==> src/rtl/encoder_pulse_gen.sv <==
// rtl/encoder_pulse_gen.sv - register-programmed encoder edge generator
//
// Emits COUNT edges on pulse_out, one every PERIOD clocks, while CTRL.EN is set.
// Ports:
//   clk        clock, all state updates on the rising edge
//   reset      synchronous active-high reset
//   rden       read enable; dout is 0 when low
//   din[31:0]  write data
//   dout[31:0] combinational read of the addressed register
//   addr[2:0]  register address: 0 COUNT, 1 CTRL, 2 PERIOD, 3 TOTAL, 4-7 unused
//   wren       write strobe, applied on the rising edge
//   pulse_out  generated waveform; every toggle is one encoder edge
module encoder_pulse_gen #(
    parameter logic [31:0] DEFAULT_PERIOD = 32'd4
) (
    input  logic        clk,
    input  logic        reset,
    input  logic        rden,
    input  logic [31:0] din,
    output logic [31:0] dout,
    input  logic [2:0]  addr,
    input  logic        wren,
    output logic        pulse_out
);

    localparam logic [2:0] ADDR_COUNT  = 3'd0;
    localparam logic [2:0] ADDR_CTRL   = 3'd1;
    localparam logic [2:0] ADDR_PERIOD = 3'd2;
    localparam logic [2:0] ADDR_TOTAL  = 3'd3;

    logic [31:0] count_q,  count_d;
    logic [31:0] period_q, period_d;
    logic [31:0] total_q,  total_d;
    logic [31:0] div_q,    div_d;
    logic        en_q,     en_d;
    logic        pulse_q,  pulse_d;

    logic [31:0] p_eff;
    logic        active;
    logic        fire;
    logic        busy;
    logic        wr_count, wr_ctrl, wr_period, wr_total;

    assign wr_count  = wren && (addr == ADDR_COUNT);
    assign wr_ctrl   = wren && (addr == ADDR_CTRL);
    assign wr_period = wren && (addr == ADDR_PERIOD);
    assign wr_total  = wren && (addr == ADDR_TOTAL);

    // PERIOD of 0 is treated as 1 so the generator can never stall mid-burst.
    assign p_eff  = (period_q == 32'd0) ? 32'd1 : period_q;
    assign busy   = en_q && (count_q != 32'd0);
    assign active = busy;
    // A COUNT write in the same cycle pre-empts the edge entirely.
    assign fire   = active && (div_q >= (p_eff - 32'd1)) && !wr_count;

    always_comb begin
        count_d  = count_q;
        period_d = period_q;
        total_d  = total_q;
        div_d    = div_q;
        en_d     = en_q;
        pulse_d  = pulse_q;

        if (fire) begin
            pulse_d = ~pulse_q;
            count_d = count_q - 32'd1;
            total_d = total_q + 32'd1;
            div_d   = 32'd0;
        end else if (active) begin
            div_d = div_q + 32'd1;
        end else if (count_q == 32'd0) begin
            div_d = 32'd0;
        end

        if (wr_count) begin
            count_d = din;
            div_d   = 32'd0;
        end
        if (wr_ctrl) begin
            en_d = din[0];
        end
        if (wr_period) begin
            period_d = din;
        end
        // A clear beats an edge landing in the same cycle.
        if (wr_total) begin
            total_d = 32'd0;
        end
    end

    always_ff @(posedge clk) begin
        if (reset) begin
            count_q  <= 32'd0;
            period_q <= DEFAULT_PERIOD;
            total_q  <= 32'd0;
            div_q    <= 32'd0;
            en_q     <= 1'b1;
            pulse_q  <= 1'b0;
        end else begin
            count_q  <= count_d;
            period_q <= period_d;
            total_q  <= total_d;
            div_q    <= div_d;
            en_q     <= en_d;
            pulse_q  <= pulse_d;
        end
    end

    always_comb begin
        dout = 32'd0;
        if (rden) begin
            case (addr)
                ADDR_COUNT:  dout = count_q;
                ADDR_CTRL:   dout = {30'd0, busy, en_q};
                ADDR_PERIOD: dout = period_q;
                ADDR_TOTAL:  dout = total_q;
                default:     dout = 32'd0;
            endcase
        end
    end

    assign pulse_out = pulse_q;

endmodule

==> config.mk <==
export PLATFORM = sky130hd
export DESIGN_NAME = encoder_pulse_gen
export DESIGN_NICKNAME = d
export VERILOG_FILES = /design/src/rtl/encoder_pulse_gen.sv
export SDC_FILE = /design/constraint.sdc
export NUM_CORES = 1
export LEC_CHECK = 0
export BUFFER_PORTS_ARGS = -buffer_cell sky130_fd_sc_hd__buf_2
export CELL_PAD_IN_SITES_DETAIL_PLACEMENT = 1
export CELL_PAD_IN_SITES_GLOBAL_PLACEMENT = 1
export CORE_ASPECT_RATIO = 0.9
export CORE_UTILIZATION = 45
export DETAILED_ROUTE_END_ITERATION = 16
export GPL_TIMING_DRIVEN = 0
export PLACE_DENSITY = 0.83
export SLEW_MARGIN = 15
export SYNTH_ARGS = -nofsm -noshare
export SYNTH_HDL_FRONTEND = slang
export SYNTH_SLANG_ARGS = --single-unit
export TNS_END_PERCENT = 5
==> constraint.sdc <==
create_clock -name clk -period 6.6 [get_ports clk]
set_input_delay 0.99 -clock clk [delete_from_list [all_inputs] [get_ports clk]]
set_output_delay 0.99 -clock clk [all_outputs]
set_load 0.02 [all_outputs]
== Word level (Yosys, flattened, before mapping) ==
Index checks and enable logic that the tools add are counted.

* Register bits: 130
* Latch bits: 0
* Bits in writable memories: 0
* Memory bits (read-only): 0
* Output and inout bits: 33
* Word-level logic and storage cells: 38
* Memories kept: 0

* Add/subtract/negate cells: 4
* Multipliers: 0
* Div/mod/pow operators: 0
* $lt $le $gt $ge: 1
* Eq/ne operators: 3
* Shift operators: 0
* Muxes and demuxes: 7
* Bitwise logic cells: 1
* Reduce and logical (&&, ||, !) cells: 16

{| class="wikitable"
|+ Operator list
! operator !! number
|-
| 32-bit two-way mux || 6
|-
| 32-bit one-hot mux with 4 select lines || 1
|-
| 32-bit by 1-bit adder with 32-bit output (second input constant) || 2
|-
| 32-bit zero test || 2
|-
| 32-bit by 1-bit subtractor with 32-bit output (second input constant) || 2
|-
| 32-bit greater-or-equal comparator || 1
|-
| 32-bit nonzero test || 1
|-
| 1-bit logical AND || 7
|-
| 3-bit by 2-bit == test with 1-bit output (second input constant) || 2
|-
| 2-bit nonzero test || 2
|-
| 3-bit by 1-bit == test with 1-bit output (second input constant) || 1
|-
| 3-bit zero test || 1
|-
| 3-bit OR reduction || 1
|-
| 2-bit OR reduction || 1
|-
| 1-bit zero test || 1
|-
| 1-bit inverter || 1
|}

== Depth between registers and ports, before layout ==
Gate-level depths: netlist (run 1).

* Depth after elaboration: 8
* Mapped depth: 25

== Worst setup path after synthesis (run 1) ==
Ideal clock, no wire load.

* Path kind: flip-flop to flip-flop
* From: register period_q[10]
* To: register count_q[14]
* Library setup time: 86 ps
* Arrival time: 4676 ps
* Slack: 1839 ps
* Cell stages (with the launch flop): 25
* Path buffers: 3
* Path through: dfxtp_1 or4_1 nor3_1 nand4_1 nor2b_1 nor2_1 ha_1 nand2_1 or2_2 nor2_1 nand3_1 nor3_1 xnor2_1 ha_1 a41o_1 a21oi_1 nor3_1 or4_1 and2_1 buf_4 buf_6 buf_6 o211ai_1 xor2_1 a211oi_1

* Word-level cells in the longest chain between the ends: 7

{| class="wikitable"
|+ RTL lines
! what !! RTL line !! text
|-
| start, declared || 32 || <nowiki>logic [31:0] period_q, period_d;</nowiki>
|-
| start signal, assigned || 101 || <nowiki>period_q <= period_d;</nowiki>
|-
| 32-bit zero test || 50 || <nowiki>assign p_eff = (period_q == 32'd0) ? 32'd1 : period_q;</nowiki>
|-
| 32-bit two-way mux * || 50 ||
|-
| 32-bit by 1-bit subtractor with 32-bit output * || 54 || <nowiki>assign fire = active && (div_q >= (p_eff - 32'd1)) && !wr_count;</nowiki>
|-
| 32-bit greater-or-equal comparator * || 54 ||
|-
| 1-bit logical AND * (2 in a row) || 54 ||
|-
| 2-bit nonzero test (no source line) * || n/a ||
|-
| end signal, assigned || 100 || <nowiki>count_q <= count_d;</nowiki>
|-
| end, declared || 31 || <nowiki>logic [31:0] count_q, count_d;</nowiki>
|}

Every way passes the cells marked *; elsewhere a longest branch is shown, timed or not.
A chain may end at the register's enable or synchronous reset.

== Final worst setup path (run 1) ==
* From: register period_q[23]
* To: register count_q[8]

The elaborated chain is that of the path after synthesis.

==> summary.txt, run 1 <==
Clock tree
  • H-tree levels: 4
  • Sink Count: 130
  • Clock Tree Root: clkbuf_16
  • Total CTS buffers: 17
  • Clock buffer depth: 2
  • Cts hold-fix bufs: 0
  • Clock transition at path regs: 60 ps
  • Clock Latency Late Sink: 430 ps
  • TritonCTS clock tree: built

Global route
  • Met1 Use GR: 0.412
  • Overflow after GRT: 0
  • GRT met2 Usage: 0.498
  • Vias in the first global route: approximately 8,000
  • Global-route usage over all layers: 0.306
  • Initial antenna violation count: 0
  • Grt peak-use layer: met2
  • Largest net degree at the start of global routing: 17
  • First-pass GRT wire length: between 40 and 50 mm
  • GRT met3 Usage: 0.0480

Run
  • Max-Cap Viols: 0

STA
  • Tcrit/Tclk final: 0.916
  • Hold WS: between 500 and 600 ps
  • Max_slew headroom: 0.249
  • Worst-Margin Slew: about 1100 ps
  • TNS Setup: 0 ps
  • Final Setup Violations: 0
  • Final Hold Fails: 0
  • Skew final: around 10 ps
  • Min cycle time layout: roughly 6000 ps
  • Final Max Slew Viols: 0
  • F_max: 165 MHz
  • Final setup margin: between 500 and 600 ps
  • Unrepaired setup endpoints after global routing: false

Worst setup path
  • Crit path max fanout: 10
  • Critical R2R Launch: period_q[23]$_SDFFE_PP0P_
  • CP arrival: between 6000 and 7000 ps
  • Worst Reg-to-Reg Cells: 23
  • CP Capture Type: flop
  • Crit path launch type: flop
  • RR Endpoint: count_q[8]$_SDFFE_PP0P_
  • Critical Path RT: about 7000 ps
  • Worst Path Class, Setup: flop to flop
  • FF-to-FF setup slack: roughly 550 ps

Drt
  • ANT nets after route: 0
  • DR DRC count: 0
  • Routed WL per cell: about 20 µm
  • Routed vias/inst: just over 6
  • Total number of vias: between 8,000 and 9,000
  • Drt total wl: roughly 27 mm
  • 1st-iter DRT viols: between 600 and 700
  • Pre-antenna DRT Iters: 6

Final layout
  • Final Util: 0.531
  • Synth-to-Final Area Change: 15.8%
  • Antenna Cells: 0
  • Layout cells sized above 1: 0.144
  • Nets: roughly 1,200
  • Post-route design area: about 9400 µm²

Placed design
  • Port bufs: 70
  • Gpl congestion: 0.927
  • Placed Area: 8730 µm²
  • Pre-CTS worst setup slack: around 540 ps
  • Hpwl dp: around 20 mm

Status
  • Status: complete, no violations

Synthesis
  • Post-Syn Nets: 1,088
  • Async set or reset register ratio after synthesis: 0
  • List of most frequent post-synthesis cells: dfxtp_1, nor2_1, nand2_1
  • Register area share after synthesis: 0.322
  • Top cells by area, synth: dfxtp_1, nor2_1, ha_1
  • Syn_area_per_cell: around 8 µm²
  • Top_reg_cell synth: dfxtp_1
  • Yosys top cell by area: dfxtp_1
  • Synth top area share: 0.322
  • Post-synth EDFFs: 0
  • Distinct cells, synth: 64
  • #FFs+latches synth: 130
  • Top-count cell post-synth: dfxtp_1
  • Synthesized area: between 8000 and 9000 µm²
  • Yosys warning count: 0
  • Synth Instances: 1,012

Power
  • Clock share of power: 0.459
  • Comb power frac: 0.158
  • Psw: approximately 640 µW
  • Power Density: around 240 nW/µm²
  • VDD IR max: ~0.16 mV
  • Net Sw Frac: 0.287
  • Power share of the sequential group: 0.383
  • Internal: 1580 µW
  • Leak: about 0.0034 µW

Floorplanning
  • Die area: between 15,000 and 20,000 µm²
  • Die Wd: between 100 and 150 µm
  • Core Rows: 46
  • Die H: between 100 and 150 µm
  • Area of the core: 17,600 µm²
  • Top Ports: 72
  • Initial core utilization: 0.459

Min path
  • HP Start: pulse_out$_SDFFE_PP0P_
  • Hold path cells: 2
  • Hold Path Class: flop to flop
  • Hold EP: pulse_out$_SDFFE_PP0P_
[power groups by stage]
stage,Clock [µW],Sequential [µW],Combinational (µW)
after CTS,1020,846,344
after global placement,0,862,329
final,1020,847,351
after floorplan,0,851,236
after detailed placement,0,863,339
after global routing,1060,850,384
[cell usage in the layout, fill, tap and decap left out, types with 7 or more instances in the layout]
cell type,netlist,routed
a211oi_1,14,14
a21oi_1,68,68
a22oi_1,30,30
a311oi_1,11,11
and2_1,7,7
and3_1,7,7
buf_2,8,78
clkbuf_1,43,45
clkbuf_16,0,17
dfxtp_1,130,130
ha_1,37,37
inv_1,20,20
mux2_2,30,30
nand2_1,115,115
nand3_1,24,24
nand4_1,26,26
nor2_1,128,128
nor3_1,25,24
nor4_1,19,19
o2111ai_1,10,10
o211ai_1,12,12
o21ai_0,33,33
o31ai_1,8,8
or3_1,36,36
or4_1,17,17
xnor2_1,32,32
xor2_1,42,42
[flip-flops by register name, indices dropped and copies added, names as in the netlist]
register,cells
total_q,32
count_q,32
div_q,32
pulse_out,1
period_q,32
en_q,1
[worst max path at each step]
stage	start	end	cells past startpoint
finish	period_q[23]$_SDFFE_PP0P_	count_q[8]$_SDFFE_PP0P_	23
global route	period_q[5]$_SDFFE_PP0P_	count_q[14]$_SDFFE_PP0P_	23
CTS	period_q[10]$_SDFFE_PP0P_	count_q[14]$_SDFFE_PP0P_	22
detailed placement	period_q[10]$_SDFFE_PP0P_	count_q[14]$_SDFFE_PP0P_	22
global placement	period_q[10]$_SDFFE_PP0P_	count_q[8]$_SDFFE_PP0P_	22
floorplan	period_q[10]$_SDFFE_PP0P_	count_q[14]$_SDFFE_PP0P_	24
[repair_timing]
| item | 4_1_cts | 5_1_grt |
|---|---|---|
| endpoints found under the setup margin | 0 | 4 |
| buffers inserted | 0 | 0 |
| hold endpoints to repair | 0 | 0 |
| gates resized for setup | 0 | 1 |
[stage by stage]
step                power (µW)  instances
finish                    2220       1353
global route              2300       1353
CTS                       2210       1353
detailed placement        1200       1322
global placement          1190       1322
floorplan                 1090       1012
[worst max-delay path, cell delays in order, from the launching register on]
cell      delay, ps
dfxtp_1         310
clkbuf_1        320
or4_1           250
nor4_1           80
nand4_1         180
nor2b_1          90
nor2_1          140
ha_1            210
nand2_1         100
or2_2           320
nor2_1          390
nand4_1         290
nor3_1          350
xnor2_1         130
ha_1            290
nand4_1         160
nor3_1          380
nand3_1         170
a21oi_2         560
buf_2           370
buf_2           320
o211ai_1        150
xor2_1          190
a211oi_1        230
[routing by layer]
metal	routed length, µm	vias to the layer above	share of wire
li1	-	3866	-
met1	12600	4018	0.46
met2	12500	269	0.46
met3	1560	45	0.057
met4	647	0	0.024
met5	0	-	0
[area by class of cell]
class / count / area, µm²
buffer: 57 / 250
clock buffer: 21 / 460
clock inverter: 10 / 158
fill: 2207 / 8260
inverter: 20 / 75.1
multi-input combinational: 805 / 5150
sequential: 130 / 2600
tap: 240 / 300
timing repair buffer: 70 / 350
[cells by family after synthesis]
logic type      count (synthesis)  synth area share
fa+ha+maj                      37            0.0573
flops                         130             0.322
mux                            36            0.0524
simple gates                  436             0.265
xor+xnor                       74            0.0802
compound gates                222             0.182
buf+inv                        77            0.0403
No activity file was read; power rests on OpenSTA's default activity.
==> run 2, diff against run 1 <==
==> constraint.sdc (replaced) <==
create_clock -name clk -period 6.6 [get_ports clk]
set_input_delay 0 -clock clk [delete_from_list [all_inputs] [get_ports clk]]
set_output_delay 0 -clock clk [all_outputs]
set_load 0.02 [all_outputs]
==> summary.txt, run 2 (synthesis gave the netlist of run 1 again) <==
Status
  • Status: complete, no violations

Clock tree
  • H-tree levels: 4
  • Clock transition at path regs: 60 ps
  • Sink Count: 130
  • Total CTS buffers: 17
  • Clock buffer depth: 2
  • TritonCTS clock tree: built
  • Clock Tree Root: clkbuf_16
  • Clock Latency Late Sink: about 430 ps

Drt
  • Pre-antenna DRT Iters: 6
  • ANT nets after route: 0
  • DR DRC count: 0
  • Routed vias/inst: 6.03
  • Drt total wl: 28.3 mm
  • Total number of vias: 8,356
  • Routed WL per cell: 20.4 µm
  • 1st-iter DRT viols: approximately 640

Worst setup path
  • Cells along the critical path: clkbuf_1 > nor4_1 > nand2b_1 > nor2b_1 > nor2b_1 > nor2_1 > ha_1 > nand2_1 > or2_2 > nor2_1 > nand4_1 > nor3_1 > xnor2_1 > ha_1 > nand4_1 > nor3_1 > nand3_1 > a21oi_2 > buf_2 > buf_2 > o211ai_1 > xor2_1 > a211oi_1
  • Crit path max fanout: 10
  • CP max-delay cell: a21oi_2
  • CP arrival: about 6400 ps
  • CP Capture Type: flop
  • Critical Path RT: between 6000 and 7000 ps
  • CP peak stage delay: between 500 and 600 ps
  • Crit path launch type: flop
  • Worst Path Class, Setup: flop to flop

Global route
  • Vias in the first global route: just over 8,000
  • Overflow after GRT: 0
  • Largest net degree at the start of global routing: 17
  • Global-route usage over all layers: 0.317
  • First-pass GRT wire length: approximately 44 mm
  • Initial antenna violation count: 0

STA
  • Min cycle time layout: approximately 6100 ps
  • Tcrit/Tclk final: 0.922
  • F_max: 164 MHz
  • Worst-Margin Slew: roughly 1100 ps
  • Final Setup Violations: 0
  • TNS Setup: 0 ps
  • Final Max Slew Viols: 0
  • Unrepaired setup endpoints after global routing: false
  • Final Hold Fails: 0
  • Max_slew headroom: 0.260
  • Skew final: 11.3 ps

Floorplanning
  • Core Rows: between 40 and 50
  • Die area: ~18,000 µm²
  • Area of the core: roughly 18,000 µm²
  • Top Ports: 72
  • Die H: ~130 µm
  • Initial core utilization: 0.459
  • Die Wd: ~140 µm

Final layout
  • Nets: 1,209
  • Synth-to-Final Area Change: 19.7%
  • Antenna Cells: 0
  • Post-route design area: about 9700 µm²
  • Most common cell after layout, fill and taps aside: dfxtp_1
  • Layout cells sized above 1: 0.140
  • Most frequent cells in the layout: dfxtp_1, nor2_1, nand2_1

Power
  • Leak: 0.00358 µW
  • VDD IR max: around 0.16 mV
  • Power Density: roughly 230 nW/µm²

Placed design
  • Gpl congestion: between 0.9 and 1
  • Hpwl dp: around 21 mm
  • Port bufs: 70
  • Placed Area: a little under 9000 µm²

Run
  • Max-Cap Viols: 0

Min path
  • Hold Path Class: primary input to flop
[run 2: layout make-up]
| class | count | area [µm²] |
|---|---|---|
| Fill cell | 2189 | 7940 |
| Multi-Input combinational cell | 805 | 5150 |
| Sequential cell | 130 | 2600 |
| Timing Repair Buffer | 102 | 671 |
| Clock buffer | 21 | 460 |
| Tap cell | 240 | 300 |
| Buffer | 57 | 250 |
| Clock inverter | 10 | 158 |
| Inverter | 20 | 75.1 |
[run 2: report_power, final]
group	switching (µW)	internal, µW	total [µW]
Combinational	232	135	367
Clock	371	649	1020
Sequential	37.9	810	848
Total	641	1590	2230
[run 2: layer usage]
metal / share of wire / GRT usage / vias up
met5: 0 / 0 / -
met1: 0.44 / 0.411 / 4075
met2: 0.47 / 0.525 / 298
li1: - / - / 3925
met4: 0.028 / 0.123 / 0
met3: 0.059 / 0.0551 / 58
[run 2: metrics by stage]
| step | hold slack [ps] | utilization | cells | total power (µW) | worst slack (ps) |
|---|---|---|---|---|---|
| 6_report | 90.6 | 0.549 | 1385 | 2230 | 514 |
| 3_3_place_gp | 258 | 0.496 | 1322 | 1190 | 659 |
| 5_1_grt | 104 | 0.549 | 1385 | 2310 | 83.7 |
| 3_5_place_dp | 254 | 0.496 | 1322 | 1200 | 545 |
| 4_1_cts | 64.5 | 0.549 | 1385 | 2230 | 491 |
| 2_1_floorplan | 124 | - | 1012 | 1090 | 1840 |
[run 2: critical path, delay by kind of cell (launching register included)]
family / cells / cell delay [ps]
flip-flops: 1 / 320
adder cells (fa/ha/maj): 2 / 500
XOR/XNOR: 2 / 320
AND/OR/NAND/NOR: 13 / 2880
buffers and inverters: 3 / 1050
AO/OA/AOI/OAI: 3 / 940
[run 2: final timing paths]
| kind | startpoint | endpoint | slack, ps | depth (start not counted) |
|---|---|---|---|---|
| worst min-delay path | reset | count_q[11]$_SDFFE_PP0P_ | 90 | 3 |
| worst min register to register | pulse_out$_SDFFE_PP0P_ | pulse_out$_SDFFE_PP0P_ | 500 | 2 |
| worst max-delay path | period_q[5]$_SDFFE_PP0P_ | count_q[8]$_SDFFE_PP0P_ | 510 | 23 |
| worst max register to register | period_q[5]$_SDFFE_PP0P_ | count_q[8]$_SDFFE_PP0P_ | 510 | 23 |
[run 2: timing repair]
action / in CTS / in global routing
resized for setup: 0 / 1
endpoints found under the setup margin: 0 / 4
hold buffers: 32 / 0
setup buffers: 0 / 0
endpoints found under the hold margin: 65 / 0
==> run 3, diff against run 2 <==
--- a/config.mk
+++ b/config.mk
@@ -5,14 +5,14 @@
 export SDC_FILE = /design/constraint.sdc
 export NUM_CORES = 1
 export LEC_CHECK = 0
-export BUFFER_PORTS_ARGS = -buffer_cell sky130_fd_sc_hd__buf_2
+export BUFFER_PORTS_ARGS = -buffer_cell sky130_fd_sc_hd__clkbuf_2
 export CELL_PAD_IN_SITES_DETAIL_PLACEMENT = 1
 export CELL_PAD_IN_SITES_GLOBAL_PLACEMENT = 1
 export CORE_ASPECT_RATIO = 0.9
 export CORE_UTILIZATION = 45
 export DETAILED_ROUTE_END_ITERATION = 16
 export GPL_TIMING_DRIVEN = 0
-export PLACE_DENSITY = 0.83
+export PLACE_DENSITY_LB_ADDON = 0.1
 export SLEW_MARGIN = 15
 export SYNTH_ARGS = -nofsm -noshare
 export SYNTH_HDL_FRONTEND = slang
==> summary.txt, run 3 (synthesis gave the netlist of run 1 again) <==
Clock tree
  • Clock buffer depth: 2
  • Total CTS buffers: 17
  • Clock transition at path regs: 70 ps
  • Sink Count: 130
  • TritonCTS clock tree: built
  • Clock Tree Root: clkbuf_16
  • H-tree levels: 4
  • Clock Latency Late Sink: between 400 and 500 ps
  • Post-CTS Setup Inserts: 0

STA
  • Unrepaired setup endpoints after global routing: false
  • Max_slew headroom: 0.226
  • TNS Setup: 0 ps
  • Skew final: between 10 and 15 ps
  • Final Setup Violations: 0
  • Tcrit/Tclk final: 0.917
  • Final setup margin: roughly 550 ps
  • F_max: between 150 and 200 MHz
  • Min cycle time layout: between 6000 and 7000 ps
  • Final Max Slew Viols: 0
  • Final Hold Fails: 0
  • Worst-Margin Slew: 1160 ps

Placed design
  • Hpwl dp: ~21 mm
  • Port bufs: 70
  • Pre-CTS worst setup slack: around 430 ps
  • Gpl congestion: about 0.92

Drt
  • Drt total wl: 28.4 mm
  • ANT nets after route: 0
  • 1st-iter DRT viols: 459
  • Routed vias/inst: about 6.0
  • DR DRC count: 0
  • Routed WL per cell: 20.5 µm
  • Total number of vias: roughly 8,300
  • Pre-antenna DRT Iters: 4

Power
  • Leak: 0.00356 µW
  • VDD IR max: about 0.17 mV
  • Power Density: approximately 230 nW/µm²

Floorplanning
  • Initial core utilization: 0.459
  • Top Ports: ~70
  • Die area: 18,500 µm²
  • Die H: approximately 130 µm
  • Area of the core: roughly 18,000 µm²
  • Core Rows: between 40 and 50
  • Die Wd: 143 µm

Status
  • Status: complete, no violations

Global route
  • Overflow after GRT: 0
  • First-pass GRT wire length: roughly 45 mm
  • Largest net degree at the start of global routing: 17
  • Global-route usage over all layers: 0.322
  • Initial antenna violation count: 0
  • Vias in the first global route: approximately 8,300

Final layout
  • Most frequent cells in the layout: dfxtp_1, nor2_1, nand2_1
  • Antenna Cells: 0
  • Most common cell after layout, fill and taps aside: dfxtp_1
  • Layout cells sized above 1: 0.142
  • Synth-to-Final Area Change: 20.2%
  • Area taken by multi-input logic gates: around 5200 µm²
  • Nets: about 1,200
  • Register area: approximately 2600 µm²
  • Fill cells: roughly 2,200

Min path
  • Hold Path Class: primary input to flop
  • HP Start: reset

Worst setup path
  • Crit path launch type: flop
  • CP arrival: ~6400 ps
  • Worst Path Class, Setup: flop to flop
  • CP Capture Type: flop
  • Critical Path RT: around 7000 ps
  • Crit. Startpoint: period_q[23]$_SDFFE_PP0P_
  • Crit path max fanout: 10
  • Critical R2R Launch: period_q[23]$_SDFFE_PP0P_

Run
  • Max-Cap Viols: 0
-- run 3: cell types whose count changed in the layout (fill, tap and decap cells not counted), sizes merged --
cell	previous run	this run
clkinv	6	5
clkinvlp	0	1
clkbuf	64	134
buf	84	14
inv	20	21
-- run 3: layout make-up --
| class | instances | area share |
|---|---|---|
| timing repair buffer | 102 | 0.0691 |
| multi-input combinational | 805 | 0.532 |
| tap | 240 | 0.0309 |
| sequential | 130 | 0.268 |
| clock buffer | 21 | 0.0484 |
| clock inverter | 11 | 0.0182 |
| buffer | 57 | 0.0258 |
| inverter | 20 | 0.00773 |
-- run 3: per-stage QoR --
stage,hold slack (ps),instances,total power (µW),instance area (µm²),util
4_1_cts,88.6,1386,2270,9700,0.551
6_report,96.1,1386,2270,9710,0.551
5_1_grt,105,1386,2350,9710,0.551
3_3_place_gp,246,1322,1190,8730,0.496
3_5_place_dp,256,1322,1200,8730,0.496
2_1_floorplan,124,1012,1090,8080,-
-- run 3: routing by layer --
metal  vias to the layer above  wire length (µm)  share of wire  track usage
li1                       3930                 -              -            -
met1                      4103             13300           0.47        0.420
met2                       216             13300           0.47        0.540
met3                        37              1230          0.043       0.0558
met4                         0               524          0.018        0.102
met5                         -                 0              0            0
-- run 3: critical path, cell delays in order (launching register included) --
cell and delay (ps):
dfxtp_1 300, clkbuf_1 210, or4_1 640, nor4_1 290, nand4_1 260, nor2b_1 270, nor2_1 100, ha_1 220
nand2_1 110, or2_2 170, nor2_2 90, nand4_1 210, nor3_1 110, xnor2_1 240, ha_1 320, nand4_1 170
nor3_1 110, a22o_1 210, or4_1 510, and2_1 210, buf_4 190, o21ai_2 390, buf_2 350, mux2i_1 210
nor2_1 50
-- run 3: what timing repair did --
action                                 CTS  global route
endpoints found under the hold margin   65             0
hold buffers                            32             0
setup endpoints to repair                0            43
gates resized for setup                  0             3
-- run 3: final timing paths --
check	to	slack [ps]	cells past startpoint
worst max-delay path	total_q[1]$_SDFFE_PP0P_	550	24
worst min-delay path	count_q[11]$_SDFFE_PP0P_	100	3
worst min register to register	total_q[31]$_SDFFE_PP0P_	510	2
worst max register to register	total_q[1]$_SDFFE_PP0P_	550	24
-- run 3: where the power goes --
group | internal, µW | switching (µW) | leakage, µW
Sequential | 810 | 38.9 | 0.00105
Clock | 665 | 392 | 0.000314
Combinational | 135 | 233 | 0.00220
